$ cat src/rtl/ahbl_pkg.sv
// Shared AHB-Lite encodings and helpers.
// Used by the SRAM responder and its write buffer.
package ahbl_pkg;

    typedef enum logic [1:0] {
        HT_IDLE   = 2'b00,
        HT_BUSY   = 2'b01,
        HT_NONSEQ = 2'b10,
        HT_SEQ    = 2'b11
    } htrans_e;

    typedef enum logic [2:0] {
        HS_BYTE = 3'd0,
        HS_HALF = 3'd1,
        HS_WORD = 3'd2
    } hsize_e;

    localparam logic HRESP_OKAY = 1'b0;

    // Sizes above word are handled as full-word accesses.
    function automatic logic [3:0] byte_lanes(
        input logic [2:0] hsize,
        input logic [1:0] a
    );
        logic [3:0] l;
        if (hsize == HS_BYTE)
            l = 4'b0001 << a;
        else if (hsize == HS_HALF)
            l = 4'b0011 << {a[1], 1'b0};
        else
            l = 4'hF;
        return l;
    endfunction

endpackage

$ cat src/rtl/ahbl_sram_responder_if.sv
// AHB-Lite slave-side bus bundle.
// The master modport is the bus side; the slave modport is the responder.
interface ahbl_sram_responder_if;

    logic        HSEL;
    logic [31:0] HADDR;
    logic [1:0]  HTRANS;
    logic        HWRITE;
    logic [2:0]  HSIZE;
    logic [31:0] HWDATA;
    logic        HREADY;
    logic        HREADYOUT;
    logic        HRESP;
    logic [31:0] HRDATA;

    modport master (
        output HSEL, HADDR, HTRANS, HWRITE, HSIZE, HWDATA, HREADY,
        input  HREADYOUT, HRESP, HRDATA
    );

    modport slave (
        input  HSEL, HADDR, HTRANS, HWRITE, HSIZE, HWDATA, HREADY,
        output HREADYOUT, HRESP, HRDATA
    );

endinterface

$ cat src/rtl/ahbl_wbuf.sv
// One-entry posted write buffer with byte-lane read merge.
// A load in the same cycle as a drain keeps the entry valid.
module ahbl_wbuf
    import ahbl_pkg::*;
#(
    parameter int AW = 14
) (
    input  logic          clk_i,
    input  logic          rst_i,
    input  logic          load_i,
    input  logic          drain_i,
    input  logic [AW-3:0] ld_addr_i,
    input  logic [3:0]    ld_lanes_i,
    input  logic [31:0]   ld_data_i,
    input  logic [AW-3:0] rd_addr_i,
    input  logic [31:0]   sram_word_i,
    output logic          valid_o,
    output logic [AW-3:0] addr_o,
    output logic [3:0]    lanes_o,
    output logic [31:0]   data_o,
    output logic [31:0]   merge_o
);

    logic          valid_q, valid_d;
    logic [AW-3:0] addr_q, addr_d;
    logic [3:0]    lanes_q, lanes_d;
    logic [31:0]   data_q, data_d;
    logic          hit;

    always_comb begin
        valid_d = valid_q;
        addr_d  = addr_q;
        lanes_d = lanes_q;
        data_d  = data_q;
        if (load_i) begin
            valid_d = 1'b1;
            addr_d  = ld_addr_i;
            lanes_d = ld_lanes_i;
            data_d  = ld_data_i;
        end else if (drain_i) begin
            valid_d = 1'b0;
        end
    end

    always_ff @(posedge clk_i) begin
        if (rst_i) begin
            valid_q <= 1'b0;
            addr_q  <= '0;
            lanes_q <= '0;
            data_q  <= '0;
        end else begin
            valid_q <= valid_d;
            addr_q  <= addr_d;
            lanes_q <= lanes_d;
            data_q  <= data_d;
        end
    end

    assign hit = valid_q && (addr_q == rd_addr_i);

    always_comb begin
        merge_o = sram_word_i;
        for (int b = 0; b < 4; b++) begin
            if (hit && lanes_q[b])
                merge_o[8*b +: 8] = data_q[8*b +: 8];
        end
    end

    assign valid_o = valid_q;
    assign addr_o  = addr_q;
    assign lanes_o = lanes_q;
    assign data_o  = data_q;

endmodule

$ cat src/rtl/ahbl_sram_responder.sv
// Zero-wait AHB-Lite responder in front of a single-port synchronous SRAM.
// Reads own the SRAM port; posted writes drain in any non-read cycle.
module ahbl_sram_responder
    import ahbl_pkg::*;
#(
    parameter int AW = 14
) (
    input  logic                 HCLK,
    input  logic                 HRESET,
    ahbl_sram_responder_if.slave ahb,
    input  logic [31:0]          SRAMRDATA,
    output logic [AW-3:0]        SRAMADDR,
    output logic [31:0]          SRAMWDATA,
    output logic [3:0]           SRAMWEN,
    output logic                 SRAMCS
);

    logic          req, rd_req, wr_req;
    logic          rd_active_q, rd_active_d;
    logic [AW-3:0] rd_addr_q, rd_addr_d;
    logic          wr_active_q, wr_active_d;
    logic [AW-3:0] wr_addr_q, wr_addr_d;
    logic [3:0]    wr_lanes_q, wr_lanes_d;

    logic          buf_valid;
    logic [AW-3:0] buf_addr;
    logic [3:0]    buf_lanes;
    logic [31:0]   buf_data;
    logic [31:0]   merged;
    logic          drain;
    logic          unused_haddr;

    assign unused_haddr = ^ahb.HADDR[31:AW];

    assign req    = ahb.HSEL & ahb.HREADY & ahb.HTRANS[1];
    assign rd_req = req & ~ahb.HWRITE;
    assign wr_req = req & ahb.HWRITE;
    assign drain  = buf_valid & ~rd_req;

    always_comb begin
        rd_active_d = rd_req;
        rd_addr_d   = rd_addr_q;
        wr_active_d = wr_req;
        wr_addr_d   = wr_addr_q;
        wr_lanes_d  = wr_lanes_q;
        if (rd_req)
            rd_addr_d = ahb.HADDR[AW-1:2];
        if (wr_req) begin
            wr_addr_d  = ahb.HADDR[AW-1:2];
            wr_lanes_d = byte_lanes(ahb.HSIZE, ahb.HADDR[1:0]);
        end
    end

    always_ff @(posedge HCLK) begin
        if (HRESET) begin
            rd_active_q <= 1'b0;
            rd_addr_q   <= '0;
            wr_active_q <= 1'b0;
            wr_addr_q   <= '0;
            wr_lanes_q  <= '0;
        end else begin
            rd_active_q <= rd_active_d;
            rd_addr_q   <= rd_addr_d;
            wr_active_q <= wr_active_d;
            wr_addr_q   <= wr_addr_d;
            wr_lanes_q  <= wr_lanes_d;
        end
    end

    ahbl_wbuf #(
        .AW (AW)
    ) u_wbuf (
        .clk_i       (HCLK),
        .rst_i       (HRESET),
        .load_i      (wr_active_q),
        .drain_i     (drain),
        .ld_addr_i   (wr_addr_q),
        .ld_lanes_i  (wr_lanes_q),
        .ld_data_i   (ahb.HWDATA),
        .rd_addr_i   (rd_addr_q),
        .sram_word_i (SRAMRDATA),
        .valid_o     (buf_valid),
        .addr_o      (buf_addr),
        .lanes_o     (buf_lanes),
        .data_o      (buf_data),
        .merge_o     (merged)
    );

    // Read address phase wins the port; the buffer simply waits.
    always_comb begin
        SRAMCS    = 1'b0;
        SRAMWEN   = 4'h0;
        SRAMADDR  = '0;
        SRAMWDATA = '0;
        if (!HRESET) begin
            if (rd_req) begin
                SRAMCS   = 1'b1;
                SRAMADDR = ahb.HADDR[AW-1:2];
            end else if (buf_valid) begin
                SRAMCS    = 1'b1;
                SRAMADDR  = buf_addr;
                SRAMWEN   = buf_lanes;
                SRAMWDATA = buf_data;
            end
        end
    end

    assign ahb.HRDATA    = (rd_active_q && !HRESET) ? merged : 32'h0;
    assign ahb.HREADYOUT = 1'b1;
    assign ahb.HRESP     = HRESP_OKAY;

endmodule

$ cat src/flat_wrapper.sv
// flat-port wrapper written by rule: the top's interface ports become plain ports
module ahbl_sram_responder_flat import ahbl_pkg::*;
#(
    parameter int AW = 14
)
  (HCLK, HRESET, SRAMRDATA, SRAMADDR, SRAMWDATA, SRAMWEN, SRAMCS, ahb_HSEL, ahb_HADDR, ahb_HTRANS, ahb_HWRITE, ahb_HSIZE, ahb_HWDATA, ahb_HREADY, ahb_HREADYOUT, ahb_HRESP, ahb_HRDATA);
  ahbl_sram_responder_if ahb_i ();
  input  logic HCLK;
  input  logic HRESET;
  input  logic [31:0] SRAMRDATA;
  output logic [AW-3:0] SRAMADDR;
  output logic [31:0] SRAMWDATA;
  output logic [3:0] SRAMWEN;
  output logic SRAMCS;
  input wire logic [$bits(ahb_i.HSEL)-1:0] ahb_HSEL;
  input wire logic [$bits(ahb_i.HADDR)-1:0] ahb_HADDR;
  input wire logic [$bits(ahb_i.HTRANS)-1:0] ahb_HTRANS;
  input wire logic [$bits(ahb_i.HWRITE)-1:0] ahb_HWRITE;
  input wire logic [$bits(ahb_i.HSIZE)-1:0] ahb_HSIZE;
  input wire logic [$bits(ahb_i.HWDATA)-1:0] ahb_HWDATA;
  input wire logic [$bits(ahb_i.HREADY)-1:0] ahb_HREADY;
  output wire logic [$bits(ahb_i.HREADYOUT)-1:0] ahb_HREADYOUT;
  output wire logic [$bits(ahb_i.HRESP)-1:0] ahb_HRESP;
  output wire logic [$bits(ahb_i.HRDATA)-1:0] ahb_HRDATA;
  assign ahb_i.HSEL = ahb_HSEL;
  assign ahb_i.HADDR = ahb_HADDR;
  assign ahb_i.HTRANS = ahb_HTRANS;
  assign ahb_i.HWRITE = ahb_HWRITE;
  assign ahb_i.HSIZE = ahb_HSIZE;
  assign ahb_i.HWDATA = ahb_HWDATA;
  assign ahb_i.HREADY = ahb_HREADY;
  assign ahb_HREADYOUT = ahb_i.HREADYOUT;
  assign ahb_HRESP = ahb_i.HRESP;
  assign ahb_HRDATA = ahb_i.HRDATA;
  ahbl_sram_responder #(.AW(AW)) u_core (.HCLK(HCLK), .HRESET(HRESET), .ahb(ahb_i), .SRAMRDATA(SRAMRDATA), .SRAMADDR(SRAMADDR), .SRAMWDATA(SRAMWDATA), .SRAMWEN(SRAMWEN), .SRAMCS(SRAMCS));
endmodule
$ cat config.mk
export PLATFORM = sky130hd
export DESIGN_NAME = ahbl_sram_responder_flat
export DESIGN_NICKNAME = d
export VERILOG_FILES = /design/src/rtl/ahbl_pkg.sv /design/src/rtl/ahbl_sram_responder_if.sv /design/src/rtl/ahbl_wbuf.sv /design/src/rtl/ahbl_sram_responder.sv /design/src/flat_wrapper.sv
export SDC_FILE = /design/constraint.sdc
export NUM_CORES = 1
export LEC_CHECK = 0
export ABC_AREA = 1
export CAP_MARGIN = 30
export CORE_MARGIN = 2
export CORE_UTILIZATION = 39
export CTS_CLUSTER_DIAMETER = 120
export DETAILED_ROUTE_END_ITERATION = 6
export GPL_TIMING_DRIVEN = 0
export PLACE_DENSITY = 0.84
export SYNTH_ARGS = -nofsm -noshare
export SYNTH_HDL_FRONTEND = slang
export SYNTH_HIERARCHICAL = 1
export SYNTH_SLANG_ARGS = --single-unit
$ cat constraint.sdc
create_clock -name HCLK -period 1.6 [get_ports HCLK]
set_input_delay 0.4 -clock HCLK [delete_from_list [all_inputs] [get_ports HCLK]]
set_output_delay 0.4 -clock HCLK [all_outputs]
set_load 0.05 [all_outputs]
==> results by group, run 1 <==
Run status
  • Outcome: complete, but fails checks
  • Failing checks: setup timing

Worst hold path
  • Worst hold start: u_core/wr_addr_q[8]
  • Worst hold path class: reg2reg

Critical path
  • Critical path buffers and inverters: 4
  • Critical Path, Cell by Cell: inv_2 -> nand2_2 -> nand2_2 -> nor2_4 -> nand2_4 -> nor2_8 -> buf_6 -> nand4_1 -> nand2_1 -> inv_2 -> nor2_4 -> buf_8
  • Max incr delay on CP: 0.36 ns
  • FF-to-FF Start: u_core/wr_active_q
  • Critical path depth: 12
  • Reg2reg end: u_core/u_wbuf/lanes_o[1]
  • Worst Path Required: 1.20 ns
  • Reg-to-reg slack, setup: -0.05 ns
  • Critical Path End: ahb_HRDATA[25]
  • Worst setup path category: reg2out
  • CP max FO: 10
  • CP max-delay cell: dfxtp_2
  • CP startpoint: u_core/u_wbuf/addr_o[11]
  • Worst path top cell family by delay: simple AND/OR/NAND/NOR gates
  • R2r worst-path depth: 5
  • CP Capture Type: output pin
  • Startpoint type of the worst setup path: register
  • WP data arrival: 2.10 ns

Global route
  • Total grt overflow: 0
  • First-pass GRT wire length: 30.7 mm
  • Initial antenna violation count: 0
  • All-Layer GR Usage: 0.308
  • Vias in the first global route: 5853
  • Largest net degree at the start of global routing: 15

Placement
  • # port buffers: 166
  • Hpwl dp: 11.2 mm
  • GPL Wtd Cong: 0.824
  • Dpl ws: -1.58 ns

Power and ir drop
  • PD cells: 604 mW/mm^2
  • VDD IR max: 0.836 mV
  • Leakage: 3.71 nW
  • Total power: 5.27 mW

Timing
  • Clk_skew: 0.00436 ns
  • Worst Tran Pin Value: 0.698 ns
  • Slew Limit Fails: 0
  • Crit share post-route: 1.56
  • RSZ-0062 raised after global routing: true
  • Crit path time final: 2.50 ns
  • Final Hold Viols: 0
  • Slew headroom: 0.535
  • Fmax achieved: 401 MHz
  • Final setup viols: 82
  • Min setup slack post-route: -0.896 ns

Clock network
  • H-tree Lvls: 3
  • Clk slew on worst S/H paths: 0.06 ns
  • Hold Buf Count CTS: 0
  • TritonCTS Sinks: 79
  • CTS buffer count: 9
  • CTS Root Cell: clkbuf_16
  • Clock Latency Late Sink: 0.35 ns
  • CTS tree: done
  • CTS Buffer Depth: 2

Final layout
  • Most frequent cells in the layout: nand2_1, buf_6, clkdlybuf4s50_1, nor2_4, dfxtp_1
  • Area growth, synth to finish: 91.6%
  • Commonest non-fill, non-tap cell in the layout: nand2_1
  • Layout Nets: 1061
  • Filler cells: 733
  • Multi-input logic area: 0.00346 mm^2
  • Fin util: 0.764
  • Sequential Area: 0.00162 mm^2
  • N_diodes: 0
  • Share of cells above drive strength 1: 0.450

Floorplan
  • Io pins: 189
  • Initial Utilization: 0.399
  • Full die area: 0.0125 mm^2
  • Die extent in x: 112 um
  • Core Rows: 39
  • Core area: 0.0114 mm^2
  • Die height: 112 um

Route
  • Routed Antenna Nets: 0
  • Routed WL: 20.8 mm
  • Drt drc: 0
  • DR vias: 6018
  • Avg WL per Cell: 18.8 um
  • First-pass DRT Iterations: 5
  • DR vias/cell: 5.46
  • Drt first-iter violations: 667

Synthesis
  • Mapped Nets: 833
  • Mapped Cells: 727
  • Most common flop cell mapped by yosys: dfxtp_1
  • Post-synth EDFFs: 0
  • Syn avg cell area: 6.26 um^2
  • Synth Warn #: 6
  • Mapped Area: 0.00455 mm^2
  • FF+latch count, synth: 79
  • Sequential area share after synthesis: 0.348
  • Synth unique cells: 31
  • FFs w/ async S/R, synth: 0

Job
  • Maxcap violations: 0
==> synthesized netlist by cell type (2+ instances only) <==
cell / n / area, um^2
nand2_1: 261 / 980
nor2_1: 110 / 413
dfxtp_1: 79 / 1580
a21oi_1: 67 / 335
inv_1: 65 / 244
nand4_1: 34 / 213
clkbuf_1: 18 / 67.6
o21ai_0: 12 / 60.1
buf_2: 11 / 55.1
buf_6: 11 / 124
inv_2: 10 / 37.5
a211oi_1: 8 / 60.1
buf_4: 6 / 45.0
nand2_2: 5 / 31.3
nand3_4: 4 / 70.1
o21ai_1: 4 / 20.0
nor2_4: 3 / 33.8
conb_1: 2 / 7.51
nand3_1: 2 / 10.0
nor2_8: 2 / 40.0
nor3b_1: 2 / 15.0
or2_2: 2 / 12.5
==> cell families after synthesis <==
group / after synthesis / share of synthesized area
AOI/OAI and AO/OA: 93 / 0.109
xor gates and xnor gates: 1 / 0.00193
buffers and inverters: 123 / 0.130
DFF: 79 / 0.348
other: 2 / 0.00165
and+or+nand+nor: 429 / 0.410
==> through the flow <==
stage / cells / cell area (um^2) / TNS (ns) / hold WS [ns]
floorplan: 727 / 5250 / -11.04 / 0.442
global placement: 1036 / 7090 / -119.74 / 0.450
detailed placement: 1036 / 7090 / -120.98 / 0.456
CTS: 1090 / 8370 / -41.18 / 0.459
global route: 1103 / 8720 / -47.48 / 0.492
finish: 1103 / 8720 / -44.21 / 0.468
==> cell type report <==
cell class / instances / area share
Clock buffer: 9 / 0.0258
Multi-Input combinational cell: 527 / 0.396
Timing Repair inverter: 1 / 0.000861
Timing Repair Buffer: 217 / 0.283
Tap cell: 143 / 0.0205
Buffer: 45 / 0.0409
Inverter: 75 / 0.0359
Sequential cell: 79 / 0.186
Clock inverter: 7 / 0.0111
==> per-layer routing <==
layer | part of all wire | up-vias | global-route usage
li1 | - | 2737 | -
met1 | 0.37 | 2782 | 0.365
met2 | 0.50 | 412 | 0.536
met3 | 0.085 | 87 | 0.0502
met4 | 0.047 | 0 | 0.163
met5 | 0 | - | 0
==> power breakdown <==
part / internal, mW / total [mW] / switching, mW
logic: 0.447 / 0.979 / 0.532
clock network: 1.37 / 2.25 / 0.884
registers: 2.00 / 2.03 / 0.0338
==> state kept, by name, indices dropped and copies added, names as in the netlist <==
signal                 flops
u_core/rd_active_q         1
u_core/wr_lanes_q          4
u_core/u_wbuf/data_o      32
u_core/wr_addr_q          12
u_core/u_wbuf/lanes_o      4
u_core/rd_addr_q          12
u_core/wr_active_q         1
u_core/u_wbuf/valid_o      1
u_core/u_wbuf/addr_o      12
==> what timing repair did <==
action,CTS,global route
setup endpoints to repair,104,82
resized for setup,734,84
cloned,11,0
setup buffers,27,22
pin swaps,32,33
==> worst min path at each step <==
stage                                          end  slack (ns)  cells past startpoint
after CTS                 u_core/u_wbuf/addr_o[10]        0.46                      2
after floorplan           u_core/u_wbuf/lanes_o[0]        0.44                      2
after global routing      u_core/u_wbuf/lanes_o[2]        0.49                      2
after detailed placement  u_core/u_wbuf/addr_o[10]        0.46                      2
after global placement    u_core/u_wbuf/addr_o[10]        0.45                      2
final                      u_core/u_wbuf/addr_o[8]        0.47                      2
==> worst register-to-register path: cells and delay by family, from the launching register on <==
family	cells	cell delay, ns
AOI/OAI and AO/OA	1	0.20
buffers and inverters	3	0.88
DFF	1	0.29
and+or+nand+nor	1	0.20
(Power assumes the default switching activity.)
==> inputs of run 2 (changes only) <==
--- a/config.mk
+++ b/config.mk
@@ -13,6 +13,8 @@
 export DETAILED_ROUTE_END_ITERATION = 6
 export GPL_TIMING_DRIVEN = 0
 export PLACE_DENSITY = 0.84
+export REMOVE_ABC_BUFFERS = 1
+export SKIP_CTS_REPAIR_TIMING = 1
 export SYNTH_ARGS = -nofsm -noshare
 export SYNTH_HDL_FRONTEND = slang
 export SYNTH_HIERARCHICAL = 1
==> run 2 against run 1 <==
Net effect: the flow still finishes with violations (setup timing); global-route usage fell by 10 points; utilization down 8.3 points; via count fell by 9.8%; clock-buffer cell count up 5; maximum frequency decreased by 1.4%; flip-flop and latch count is the same; combinational power shrank 10%; non-clock buffer count down 54; critical path depth rose by 1; critical path type unchanged; highest routed layer unchanged.
==> results by group, run 2 (synthesis results as in run 1) <==
Critical path
  • Critical Path, Cell by Cell: inv_2 -> nand2_1 -> nand2_1 -> nor2_2 -> nand2_4 -> nor2_4 -> buf_12 -> nand3_4 -> nand2_1 -> nand2_1 -> inv_1 -> nor2_1 -> buf_2
  • Max incr delay on CP: 0.35 ns
  • Startpoint type of the worst setup path: register
  • FF-to-FF Start: u_core/u_wbuf/valid_o
  • CP startpoint: u_core/rd_addr_q[2]
  • Worst setup path category: reg2out
  • CP max FO: 8
  • CP max-delay cell: dfxtp_1
  • WP data arrival: 2.13 ns
  • CP Capture Type: output pin
  • Crit path top cell by count: nand2_1
  • Worst Path Required: 1.20 ns

Clock network
  • CTS Buffer Depth: 2
  • Clk slew on worst S/H paths: 0.06 ns
  • CTS Root Cell: clkbuf_16
  • TritonCTS Sinks: 79
  • Clock Latency Late Sink: 0.33 ns
  • CTS tree: done
  • CTS buffer count: 9
  • H-tree Lvls: 3

Placement
  • Placed cell areas: 0.00617 mm^2
  • GPL Wtd Cong: 0.809
  • Hpwl dp: 8.67 mm
  • Dpl ws: -1.79 ns
  • Placed instance count: 992
  • # port buffers: 167

Route
  • DR vias: 5426
  • Avg WL per Cell: 16.6 um
  • Drt first-iter violations: 497
  • Routed wl met3: 1.36 mm
  • DR vias/cell: 5.14
  • Routed Antenna Nets: 0
  • Routed met2 length: 8.62 mm
  • Drt drc: 0
  • Routed WL: 17.5 mm
  • Top layer in use: met4
  • Met1 Wirelength: 7.01 mm
  • First-pass DRT Iterations: 6

Final layout
  • Most frequent cells in the layout: nand2_1, buf_6, clkdlybuf4s50_1, dfxtp_1, nor2_1
  • Non-filler cells, final: 1055
  • Final instance area: 0.00777 mm^2
  • N_diodes: 0
  • Share of cells above drive strength 1: 0.345
  • Area growth, synth to finish: 70.8%
  • Layout Nets: 1013
  • Largest register FFs: 32
  • Commonest non-fill, non-tap cell in the layout: nand2_1

Global route
  • All-Layer GR Usage: 0.203
  • Largest net degree at the start of global routing: 68
  • Total grt overflow: 0
  • Initial antenna violation count: 0
  • First-pass GRT wire length: 21.1 mm
  • Vias in the first global route: 4259

Run status
  • Failing checks: setup timing
  • Outcome: complete, but fails checks

Floorplan
  • Core Rows: 39
  • Die height: 112 um
  • Initial Utilization: 0.399
  • Io pins: 189
  • Die extent in x: 112 um
  • Core area: 0.0114 mm^2
  • Full die area: 0.0125 mm^2

Worst hold path
  • Worst hold start: HRESET
  • Worst hold path class: in2reg

Timing
  • Final Hold Viols: 0
  • Worst Tran Pin Value: 0.812 ns
  • Min Hold Slack: 0.455 ns
  • Fmax achieved: 395 MHz
  • Clk_skew: 0.00898 ns
  • RSZ-0062 raised after global routing: true
  • Slew Limit Fails: 0
  • Final setup viols: 83
  • Min setup slack post-route: -0.931 ns
  • Crit share post-route: 1.58
  • Crit path time final: 2.53 ns
  • Slew headroom: 0.457

Power and ir drop
  • Leakage: 3.57 nW
  • PD cells: 651 mW/mm^2
  • VDD IR max: 0.447 mV

Job
  • Maxcap violations: 0
run 2: cell type report:
| cell class | count | area, um^2 |
|---|---|---|
| fill | 935 | 3650 |
| multi-input combinational | 530 | 2960 |
| timing repair buffer | 208 | 2330 |
| sequential | 79 | 1600 |
| inverter | 75 | 325 |
| clock buffer | 14 | 274 |
| tap | 143 | 179 |
| timing repair inverter | 4 | 65.1 |
| clock inverter | 2 | 37.5 |
run 2: per-layer routing:
metal,track usage,vias up
li1,-,2639
met1,0.278,2491
met2,0.326,250
met3,0.0356,46
met4,0.0740,0
met5,0,-
run 2: final timing paths:
kind                                            endpoint  slack [ns]  depth (start not counted)
worst min register to register   u_core/u_wbuf/addr_o[8]        0.46                          2
worst max register to register     u_core/u_wbuf/valid_o       -0.10                         12
worst min-delay path            u_core/u_wbuf/data_o[11]        0.46                          2
worst max-delay path                      ahb_HRDATA[19]       -0.93                         13
run 2: metrics by stage:
step | util | TNS, ns | total power, mW
5_1_grt | 0.681 | -59.85 | 5.23
6_report | 0.681 | -53.53 | 5.06
3_5_place_dp | 0.540 | -159.39 | 2.69
3_3_place_gp | 0.534 | -552.13 | 2.67
4_1_cts | 0.567 | -159.00 | 4.82
2_1_floorplan | - | -81.23 | 2.33
run 2: where the power goes:
part / switching (mW) / leakage (nW) / internal (mW)
logic: 0.465 / 2.78 / 0.415
registers: 0.0370 / 0.643 / 2.00
clock network: 0.806 / 0.149 / 1.34
run 2: worst max-delay path, delay by kind of cell (launching register included):
family,cells,cell delay (ns)
AND/OR/NAND/NOR,9,0.96
buffers and inverters,4,0.48
flip-flops,1,0.35
